$ cat src/rtl/cronometro_posse_param.sv
// ============================================================================
// Module   : cronometro_posse_param
// Brief    : Shot-clock countdown with full/short reload, buzzer and BCD out.
// Revision : 1.0 - initial release
// ============================================================================
`default_nettype none

module cronometro_posse_param #(
    parameter int WIDTH    = 5,
    parameter int FULL     = 24,
    parameter int SHORT    = 14,
    parameter int BUZZ_LEN = 3
) (
    input  logic             clock_in,
    input  logic             reset_n,
    input  logic             tick,
    input  logic             start,
    input  logic             stop,
    input  logic             load_full,
    input  logic             load_short,
    output logic [WIDTH-1:0] saida,
    output logic [3:0]       dezena,
    output logic [3:0]       unidade,
    output logic             running,
    output logic             expirou,
    output logic             buzzer
);

    localparam logic [WIDTH-1:0] c_full  = WIDTH'(FULL);
    localparam logic [WIDTH-1:0] c_short = WIDTH'(SHORT);
    localparam logic [WIDTH-1:0] c_one   = WIDTH'(1);
    localparam logic [3:0]       c_buzz  = 4'(BUZZ_LEN);

    typedef enum logic [1:0] {
        PARADO   = 2'd0,
        CONTANDO = 2'd1,
        ALARME   = 2'd2,
        ZERADO   = 2'd3
    } state_t;

    state_t           state_q, state_d;
    logic [WIDTH-1:0] saida_q, saida_d;
    logic             expirou_q, expirou_d;
    logic             buzzer_q, buzzer_d;
    logic [3:0]       buzz_cnt_q, buzz_cnt_d;
    logic [31:0]      w_saida_ext;

    always_ff @(posedge clock_in or negedge reset_n) begin
        if (!reset_n) begin
            state_q    <= PARADO;
            saida_q    <= c_full;
            expirou_q  <= 1'b0;
            buzzer_q   <= 1'b0;
            buzz_cnt_q <= 4'd0;
        end else begin
            state_q    <= state_d;
            saida_q    <= saida_d;
            expirou_q  <= expirou_d;
            buzzer_q   <= buzzer_d;
            buzz_cnt_q <= buzz_cnt_d;
        end
    end

    // Strict priority: only the highest asserted command acts in a cycle.
    always_comb begin
        state_d    = state_q;
        saida_d    = saida_q;
        expirou_d  = expirou_q;
        buzzer_d   = buzzer_q;
        buzz_cnt_d = buzz_cnt_q;

        if (load_full) begin
            saida_d    = c_full;
            expirou_d  = 1'b0;
            buzzer_d   = 1'b0;
            buzz_cnt_d = 4'd0;
            state_d    = (state_q == CONTANDO) ? CONTANDO : PARADO;
        end else if (load_short) begin
            // The short reload may only raise the remaining time.
            if (saida_q < c_short) begin
                saida_d    = c_short;
                expirou_d  = 1'b0;
                buzzer_d   = 1'b0;
                buzz_cnt_d = 4'd0;
                state_d    = (state_q == CONTANDO) ? CONTANDO : PARADO;
            end
        end else if (stop) begin
            if (state_q == CONTANDO) begin
                state_d = PARADO;
            end
        end else if (start) begin
            if (state_q == PARADO) begin
                state_d = CONTANDO;
            end
        end else if (tick) begin
            case (state_q)
                CONTANDO: begin
                    if (saida_q > c_one) begin
                        saida_d = saida_q - c_one;
                    end else if (saida_q == c_one) begin
                        saida_d    = '0;
                        expirou_d  = 1'b1;
                        buzzer_d   = 1'b1;
                        buzz_cnt_d = c_buzz;
                        state_d    = ALARME;
                    end
                end
                ALARME: begin
                    buzz_cnt_d = buzz_cnt_q - 4'd1;
                    if (buzz_cnt_q == 4'd1) begin
                        buzzer_d = 1'b0;
                        state_d  = ZERADO;
                    end
                end
                default: begin
                end
            endcase
        end
    end

    assign w_saida_ext = 32'(saida_q);
    assign saida       = saida_q;
    assign dezena      = 4'(w_saida_ext / 32'd10);
    assign unidade     = 4'(w_saida_ext % 32'd10);
    assign running     = (state_q == CONTANDO);
    assign expirou     = expirou_q;
    assign buzzer      = buzzer_q;

endmodule

`default_nettype wire

$ cat config.mk
export PLATFORM = sky130hd
export DESIGN_NAME = cronometro_posse_param
export DESIGN_NICKNAME = d
export VERILOG_FILES = /design/src/rtl/cronometro_posse_param.sv
export SDC_FILE = /design/constraint.sdc
export NUM_CORES = 1
export LEC_CHECK = 0
export ABC_AREA = 1
export BUFFER_PORTS_ARGS = -buffer_cell sky130_fd_sc_hd__buf_2
export CAP_MARGIN = 25
export CORE_ASPECT_RATIO = 1.4
export CORE_MARGIN = 3
export CORE_UTILIZATION = 40
export DETAILED_ROUTE_END_ITERATION = 16
export PLACE_DENSITY = 0.57
export SETUP_SLACK_MARGIN = 0.05
export SYNTH_ARGS = -nofsm -noshare
export SYNTH_HDL_FRONTEND = slang
export SYNTH_SLANG_ARGS = --single-unit
$ cat constraint.sdc
create_clock -name clock_in -period 4.8 [get_ports clock_in]
set_clock_uncertainty 0.2 [all_clocks]
set_input_delay 0.48 -clock clock_in [delete_from_list [all_inputs] [get_ports clock_in]]
set_output_delay 0.48 -clock clock_in [all_outputs]
set_load 0.005 [all_outputs]
==> results by group, run 1 <==
Run status
  • Status: completed

Drt
  • Starting DRC count in detailed routing: 32
  • Remaining antenna violation count: 0
  • Vias: ~1.3k
  • Routed wire length: between 2000 and 3000 um
  • 1st-pass router iterations: 6
  • DR vias/cell: between 4 and 5
  • Avg WL per Cell: 11.19 um
  • # DRC: 0

Global route
  • Gr usage total: 0.1622
  • Vias in the first global route: ~1.2k
  • Gr ovfl total: 0
  • First-pass GRT wire length: roughly 4800 um
  • Largest net degree at the start of global routing: 14
  • Antenna violations before repair: 0

Layout
  • Layout overhead on the synthesized area: 12.78%
  • Footprint of the multi-input gates: ~860 um^2
  • Design Area, Final: around 1500 um^2
  • ANT cells: 0
  • Fillers: 350
  • Fin util: 0.4726
  • Layout cells sized above 1: 0.2064
  • Fin cells: ~260
  • Register area: between 300 and 400 um^2
  • Final #Nets: between 200 and 250

Floorplanning
  • Core ar.: approximately 3200 um^2
  • Die ar.: 4039 um^2
  • Num ports: 23
  • DIE WIDTH: 54.58 um
  • Chip height: 74 um
  • Initial core utilization: 0.4190
  • Site Rows: 24

Logic synthesis
  • Simple-Gate Fraction of Synth Area: 0.4536
  • Flops & latches, synth: 13
  • Synth Area in Compound Gates: 0.06439
  • Synth Flop Type: dfrtp_1
  • Register area share after synthesis: 0.2481
  • Post-synthesis adder-cell area fraction: 0.1136
  • Ys async rst share: 1.000
  • Synth Instances: between 150 and 200
  • Yosys warns: 0
  • Number of synthesized flops with an enable pin: 0
  • Mean Syn Cell Area: ~6.7 um^2
  • Mapped Area: approximately 1300 um^2
  • Multiplexer share of the synthesized area: 0
  • Area share of xor/xnor cells in the synthesized design: 0.01326
  • Main combinational cell family by area after synthesis: simple AND/OR/NAND/NOR gates
  • Post-synth cell types: 33

Job
  • MaxCap Viol Count: 0

Clocking
  • # H-tree levels: 1
  • Clock Latency Late Sink: ~0.25 ns
  • Reg clk slew, reported paths: approximately 0.060 ns
  • Clock sinks: 13
  • Num CTS Buffers: 3
  • Max clock buf depth: 2
  • Root Driver: clkbuf_8
  • CTS tree: yes

Placement
  • Instance area at placement: between 1000 and 1500 um^2
  • Dpl hpwl: ~2300 um
  • Gp weighted congestion: approximately 0.85
  • PortBufs: 20
  • DP Worst Slack: between 2 and 2.5 ns
  • Placed Instances: around 250

Pwr
  • Logic pwr share: 0.642
  • Switch share: 0.4935
  • VDD IR-drop max: ~0.35 mV
  • P_leak: approximately 0.8 nW
  • Power Total: between 0.8 and 0.9 mW
  • Clock share of power: 0.121
  • Net Sw Power: just over 0.4 mW
  • Pwr dens: about 560 nW/um^2
  • Sequential share of power: 0.237
  • Pint: 0.4205 mW

Worst setup path
  • Beginning of the worst register-to-register path: saida[1]
  • Crit path kind: reg -> out
  • Critical Path Source Type: flip-flop
  • Worst Path Arrival: approximately 2.1 ns
  • FF-to-FF path depth: 9
  • Crit end category: output port
  • Critical Path RT: 4.12 ns
  • R2R setup slack: between 2 and 3 ns
  • Worst r2r dst: saida[1]
  • CP Max Fanout: 8

STA
  • Hold_ws: between 0.2 and 0.3 ns
  • RSZ-0062 raised after global routing: false
  • Period utilization: 0.5862
  • Max-slew violation count: 0
  • # setup viols final: 0
  • Final Hold Vio Count: 0
  • Tmin final: approximately 2.8 ns
  • Setup TNS: 0 ns
  • Final setup margin: 1.986 ns
  • Fmax: between 300 and 400 MHz

Hold path
  • WHS Path Cells: 2
  • Worst Hold Endpoint: buzzer
  • Class of the worst hold path: reg -> reg
  • Hold Crit Start: buzzer
==> per-layer routing <==
layer / GRT usage / share of wire / vias up
li1: - / - / 664
met1: 0.1646 / 0.41 / 580
met2: 0.3089 / 0.54 / 19
met3: 0.02405 / 0.027 / 5
met4: 0.07479 / 0.019 / 0
met5: 0 / 0 / -
==> state kept, by name, indices dropped and copies added (netlist names) <==
signal,cells
expirou,1
buzzer,1
saida,5
state_q,2
buzz_cnt_q,4
==> repair_timing <==
| item | CTS | global route |
|---|---|---|
| buffers inserted | 0 | 0 |
| hold buffers | 1 | 0 |
| resized for setup | 0 | 0 |
| endpoints found under the hold margin | 11 | 0 |
==> critical path, cell delays in order (launching register included) <==
cell	delay, ns
dfrtp_1	0.50
inv_1	0.19
ha_1	0.25
nand3_1	0.10
nand3_1	0.07
nand2_1	0.14
nand2_1	0.12
nand2_1	0.15
nand3_2	0.12
nand2_1	0.08
nand2_1	0.05
buf_2	0.12
==> worst max path at each step <==
stage                     startpoint          to  slack (ns)  cells past startpoint
after floorplan             saida[3]  unidade[1]        2.47                     13
after global placement      saida[3]  unidade[1]        2.32                     14
after detailed placement    saida[3]  unidade[1]        2.26                     14
after CTS                   saida[3]  unidade[1]        1.98                     14
after global routing        saida[1]  unidade[2]        1.77                     11
final                       saida[1]  unidade[1]        1.99                     11
==> synthesized netlist by cell type (2+ instances only) <==
cell / number / area share
o21ai_1: 3 / 0.011
nor3_1: 3 / 0.011
nand3_2: 3 / 0.023
nor2_1: 10 / 0.028
nand3_1: 21 / 0.080
inv_1: 21 / 0.060
nand2_1: 70 / 0.20
dfstp_2: 2 / 0.040
nand2_2: 3 / 0.014
or2_2: 3 / 0.014
buf_4: 3 / 0.017
nand4_1: 4 / 0.019
o21ai_0: 10 / 0.038
dfrtp_1: 11 / 0.21
ha_1: 12 / 0.11
==> layout by cell type, fill, tap and decap left out, types with 3 or more instances in the layout <==
master / n
nand3_2: 3
nor3_1: 3
buf_2: 20
nand2_1: 70
o21ai_0: 10
clkbuf_8: 3
nor2_1: 10
dfrtp_1: 11
inv_1: 21
or2_2: 3
nand3_1: 21
nand4_1: 4
nand2_2: 3
ha_1: 12
o21ai_1: 3
==> layout make-up <==
cell class | instances | area share
multi-input combinational | 156 | 0.5768
sequential | 13 | 0.2200
clock buffer | 4 | 0.03023
timing repair buffer | 21 | 0.07389
inverter | 24 | 0.06633
tap | 39 | 0.03275
==> cell families after synthesis <==
logic type	count (synthesis)
AO/OA/AOI/OAI	16
XOR/XNOR	2
adder cells (fa/ha/maj)	12
buffers and inverters	29
flip-flops	13
other	1
AND/OR/NAND/NOR	124
==> power groups by stage <==
stage	Clock, mW	Sequential, mW	Combinational, mW
6_report	0.100	0.197	0.533
4_1_cts	0.105	0.198	0.540
2_1_floorplan	0	0.180	0.403
3_3_place_gp	0	0.198	0.528
3_5_place_dp	0	0.200	0.536
5_1_grt	0.110	0.206	0.622
Note: power is estimated with default switching activity, not from simulation.
==> run 2, diff against run 1 <==
clock period = 2.6 ns   (was 4.8 ns; I/O delays follow)
==> results by group, run 2 (synthesis gave the netlist of run 1 again) <==
Run status
  • Status: completed (unchanged)

Placement
  • Dpl hpwl: 2461 um (was 2345 um)
  • Gp weighted congestion: 0.8553 (was 0.8454)
  • DP Worst Slack: 0.2284 ns (was 2.265 ns)
  • PortBufs: 20 (unchanged)

Layout
  • Final #Nets: 241 (was 238)
  • Layout cells sized above 1: 0.2579 (was 0.2064)
  • Commonest non-fill, non-tap cells in the layout: nand2_1 (67), nand3_1 (20), buf_2 (20) (was nand2_1 (70), inv_1 (21), nand3_1 (21))
  • Max reg flops: 5 (unchanged)
  • Most common cell after layout, fill and taps aside: nand2_1 (unchanged)
  • Footprint of the multi-input gates: 884.6 um^2 (was 859.6 um^2)
  • Fillers: 331 (was 350)
  • Fin util: 0.4881 (was 0.4726)
  • Register area: 327.8 um^2 (unchanged)
  • Layout overhead on the synthesized area: 16.48% (was 12.78%)
  • ANT cells: 0 (unchanged)

STA
  • Fmax: ~400 MHz
  • Final setup margin: 0.1277 ns (was 1.986 ns)
  • Max-slew violation count: 0 (unchanged)
  • RSZ-0062 raised after global routing: false (unchanged)
  • # setup viols final: 0 (unchanged)
  • Setup TNS: 0 ns (unchanged)
  • Tmin final: 2.472 ns
  • Final Hold Vio Count: 0 (unchanged)
  • Period utilization: 0.9509

Pwr
  • Pwr dens: 1082 nW/um^2 (was 557.1 nW/um^2)
  • Power Total: 1.666 mW (was 0.8302 mW)
  • VDD IR-drop max: 0.7361 mV (was 0.3540 mV)
  • P_leak: 0.8134 nW (was 0.7978 nW)

Clocking
  • Max clock buf depth: 2 (unchanged)
  • Clock Latency Late Sink: 0.25 ns (about the same)
  • # H-tree levels: 1 (unchanged)
  • CTS tree: yes (unchanged)
  • Num CTS Buffers: 3 (unchanged)
  • Clock sinks: 13 (unchanged)
  • Reg clk slew, reported paths: 0.06 ns (about the same)
  • Root Driver: clkbuf_8 (unchanged)

Drt
  • Vias: 1327 (was 1268)
  • DR vias/cell: 5.104 (was 4.934)
  • # DRC: 0 (unchanged)
  • Avg WL per Cell: 12.31 um (was 11.19 um)
  • 1st-pass router iterations: 4 (was 6)
  • Routed wire length: 3200 um (was 2876 um)
  • Remaining antenna violation count: 0 (unchanged)
  • Starting DRC count in detailed routing: 26 (was 32)

Worst setup path
  • Critical Path Source Type: flip-flop (unchanged)
  • CP Max Fanout: 4 (was 8)
  • Worst Path Arrival: 2.01 ns (was 2.13 ns)
  • Crit end category: output port (unchanged)
  • Crit path kind: reg -> out (unchanged)
  • Critical Path RT: 2.14 ns (was 4.12 ns)

Floorplanning
  • Core ar.: 3153 um^2 (unchanged)
  • DIE WIDTH: 54.58 um (unchanged)
  • Num ports: 23 (unchanged)
  • Chip height: 74 um (unchanged)
  • Site Rows: 24 (unchanged)
  • Die ar.: 4039 um^2 (unchanged)
  • Initial core utilization: 0.4190 (unchanged)

Job
  • MaxCap Viol Count: 0 (unchanged)

Global route
  • Vias in the first global route: 1250 (was 1193)
  • Gr ovfl total: 0 (unchanged)
  • Antenna violations before repair: 0 (unchanged)
  • First-pass GRT wire length: 5099 um (was 4836 um)
  • Largest net degree at the start of global routing: 14 (unchanged)
  • Gr usage total: 0.1703 (was 0.1622)

Hold path
  • Class of the worst hold path: in -> reg (was reg -> reg)
-- run 2: what timing repair did --
action                     in CTS  in global routing
hold buffers                    1                  0
setup buffers                   1                  0
hold endpoints to repair       13                  0
setup endpoints to repair       3                  3
gates resized for setup         1                  8
-- run 2: metrics by stage --
stage / instances / area (um^2) / hold WS [ns]
2_1_floorplan: 198 / 1325 / -0.2356
3_3_place_gp: 254 / 1450 / -0.02655
3_5_place_dp: 254 / 1450 / -0.02467
4_1_cts: 260 / 1514 / 0.1298
5_1_grt: 260 / 1539 / 0.1511
6_report: 260 / 1539 / 0.1311
-- run 2: worst paths after layout --
check / start / to / slack (ns) / depth (start not counted)
max: saida[3] / unidade[3] / 0.13 / 11
min: start / state_q[1] / 0.13 / 4
max reg2reg: saida[1] / saida[1] / 0.76 / 9
min reg2reg: expirou / expirou / 0.28 / 2
max in group asynchronous: reset_n / saida[3] / 1.68 / 2
min in group asynchronous: reset_n / buzzer / 0.23 / 2
-- run 2: layout make-up --
type	instances	area share
clock buffers	3	0.02683
clock inverters	1	0.003252
inverters	24	0.06423
multi-input cells	156	0.5748
flip-flops and latches	13	0.2130
well taps	39	0.03171
repair buffers	24	0.08618
-- run 2: critical path, stage by stage, from the launching register on --
cell     delay, ns
dfstp_2       0.54
inv_2         0.07
ha_1          0.20
nand3_1       0.10
nand3_1       0.10
nand2_2       0.13
nand2_1       0.12
nand2_2       0.13
nand3_2       0.12
nand2_1       0.08
nand2_1       0.06
buf_2         0.12
-- run 2: power by group --
group / internal (mW) / switching [mW] / total (mW)
Combinational: 0.447 / 0.702 / 1.15
Sequential: 0.272 / 0.0574 / 0.329
Clock: 0.106 / 0.0815 / 0.188
-- run 2: layer usage --
metal	wire length (um)	global-route usage
met5	0	0
met3	74	0.01804
met4	65	0.08033
met2	1739	0.3156
met1	1320	0.1849
==> run 3, diff against run 2 <==
clock period = 2.85 ns   (was 2.6 ns; I/O delays follow)
==> results by group, run 3 (synthesis gave the netlist of run 1 again) <==
Drt
  • Vias: 1268 (was 1327)
  • DR vias/cell: 4.934 (was 5.104)
  • Starting DRC count in detailed routing: 32 (was 26)
  • # DRC: 0 (unchanged)
  • Routed wire length: 2876 um (was 3200 um)
  • 1st-pass router iterations: 6 (was 4)
  • Remaining antenna violation count: 0 (unchanged)
  • Avg WL per Cell: 11.19 um (was 12.31 um)

Placement
  • PortBufs: 20 (unchanged)
  • Dpl hpwl: 2345 um (was 2461 um)
  • Gp weighted congestion: 0.8454 (was 0.8553)

Worst setup path
  • Critical Path RT: 2.37 ns (was 2.14 ns)
  • Critical-path cell with the highest stage delay: dfstp_2 (unchanged)
  • Crit end category: output port (unchanged)
  • CP Max Fanout: 8 (was 4)
  • CP Cell Sequence: inv_1 -> ha_1 -> inv_1 -> ha_1 -> nand2_1 -> nor2_1 -> nand2_1 -> nand2_1 -> nand2_1 -> inv_1 -> nand3_2 -> nand2_1 -> nand2_1 -> buf_2 (was inv_2 -> ha_1 -> nand3_1 -> nand3_1 -> nand2_2 -> nand2_1 -> nand2_2 -> nand3_2 -> nand2_1 -> nand2_1 -> buf_2)
  • Crit path largest cell delay: 0.58 ns (was 0.54 ns)
  • Most frequent CP cell: nand2_1 (unchanged)
  • Worst Path Arrival: 2.13 ns (was 2.01 ns)
  • Critical Path Source Type: flip-flop (unchanged)
  • Crit path kind: reg -> out (unchanged)

Clocking
  • Reg clk slew, reported paths: 0.06 ns (about the same)
  • # H-tree levels: 1 (unchanged)
  • Root Driver: clkbuf_8 (unchanged)
  • Clock sinks: 13 (unchanged)
  • Post-CTS setup buffers: 0 (was 1)
  • Clock Latency Late Sink: 0.25 ns (about the same)
  • Max clock buf depth: 2 (unchanged)
  • CTS tree: yes (unchanged)
  • Num CTS Buffers: 3 (unchanged)

STA
  • # setup viols final: 0 (unchanged)
  • Max-slew violation count: 0 (unchanged)
  • Tmin final: ~2.6 ns
  • RSZ-0062 raised after global routing: false (unchanged)
  • Final Hold Vio Count: 0 (unchanged)
  • Period utilization: 0.9164
  • Fmax: between 300 and 400 MHz
  • Setup TNS: 0 ns (unchanged)

Global route
  • Vias in the first global route: 1193 (was 1250)
  • Antenna violations before repair: 0 (unchanged)
  • First-pass GRT wire length: 4836 um (was 5099 um)
  • Gr usage total: 0.1622 (was 0.1703)
  • Largest net degree at the start of global routing: 14 (unchanged)
  • Gr ovfl total: 0 (unchanged)

Pwr
  • Power Total: 1.400 mW (was 1.666 mW)
  • Pwr dens: 938.5 nW/um^2 (was 1082 nW/um^2)
  • VDD IR-drop max: 0.5964 mV (was 0.7361 mV)
  • P_leak: 0.7966 nW (was 0.8134 nW)

Floorplanning
  • DIE WIDTH: 54.58 um (unchanged)
  • Chip height: 74 um (unchanged)
  • Die ar.: 4039 um^2 (unchanged)
  • Core ar.: 3153 um^2 (unchanged)
  • Site Rows: 24 (unchanged)
  • Initial core utilization: 0.4190 (unchanged)
  • Num ports: 23 (unchanged)

Job
  • MaxCap Viol Count: 0 (unchanged)

Layout
  • Most common cell after layout, fill and taps aside: nand2_1 (unchanged)
  • Layout overhead on the synthesized area: 12.88% (was 16.48%)
  • Layout cells sized above 1: 0.2110 (was 0.2579)
  • ANT cells: 0 (unchanged)
  • Max reg flops: 5 (unchanged)
  • Final #Nets: 238 (was 241)
  • Fillers: 350 (was 331)
  • Commonest non-fill, non-tap cells in the layout: nand2_1 (70), inv_1 (21), nand3_1 (21) (was nand2_1 (67), nand3_1 (20), buf_2 (20))

Run status
  • Status: completed (unchanged)

Hold path
  • Class of the worst hold path: in -> reg (unchanged)
-- run 3: changes by cell type in the layout (fill, tap and decap cells not counted) --
cell and delta:
clkinv_2 -1, dfrtp_1 -1, ha_4 -1, nand2_2 -3
ha_1 +1, clkbuf_1 +1, nand3_1 +1, nand2_1 +3
nand3_2 -1, dfrtp_2 +1, inv_1 +3, inv_2 -3
buf_4 -3
-- run 3: cell type report --
class	instances	area, um^2	share of cell area
Clock buffer	4	45.04	0.03020
Timing Repair Buffer	21	110.1	0.07383
Tap cell	39	48.80	0.03272
Sequential cell	13	329.1	0.2206
Inverter	24	98.84	0.06628
Multi-Input combinational cell	156	859.6	0.5763
-- run 3: stage by stage --
| step | setup slack (ns) | hold slack, ns | area [um^2] | std cells | utilization |
|---|---|---|---|---|---|
| global placement | 0.5677 | -0.008195 | 1435 | 252 | 0.4552 |
| floorplan | 0.7155 | -0.2106 | 1325 | 198 | - |
| CTS | 0.2258 | 0.1526 | 1490 | 257 | 0.4726 |
| finish | 0.2383 | 0.1634 | 1491 | 257 | 0.4730 |
| detailed placement | 0.5097 | -0.004510 | 1435 | 252 | 0.4552 |
| global route | 0.07023 | 0.1726 | 1491 | 257 | 0.4730 |
-- run 3: what timing repair did --
item / CTS / global route
resized for setup: 0 / 1
hold buffers: 1 / 0
endpoints found under the setup margin: 0 / 3
hold endpoints to repair: 11 / 0
-- run 3: final timing paths --
kind	startpoint	endpoint	slack [ns]	depth (start not counted)
hold reg to reg	buzzer	buzzer	0.29	2
min in group asynchronous	reset_n	state_q[0]	0.25	2
hold / removal	start	state_q[1]	0.16	4
setup / recovery	saida[3]	unidade[1]	0.24	14
setup reg to reg	saida[1]	saida[1]	0.88	9
max in group asynchronous	reset_n	saida[3]	1.91	2
-- run 3: critical path, delay by kind of cell (launching register included) --
family | cells | cell delay (ns)
buffers and inverters | 4 | 0.41
adders and majority gates | 2 | 0.36
DFF | 1 | 0.58
and+or+nand+nor | 8 | 0.53
-- run 3: routing by layer --
metal / up-vias / track usage / wire length (um)
met4: 0 / 0.07479 / 56
met2: 19 / 0.3089 / 1567
met1: 580 / 0.1646 / 1174
li1: 664 / - / -
met3: 5 / 0.02405 / 77
met5: - / 0 / 0
-- run 3: power by group --
| part | switching, mW | internal (mW) | leakage [nW] |
|---|---|---|---|
| Sequential | 0.0836 | 0.249 | 0.165 |
| Combinational | 0.536 | 0.361 | 0.609 |
| Clock | 0.0702 | 0.0989 | 0.0228 |
| Total | 0.690 | 0.710 | 0.797 |
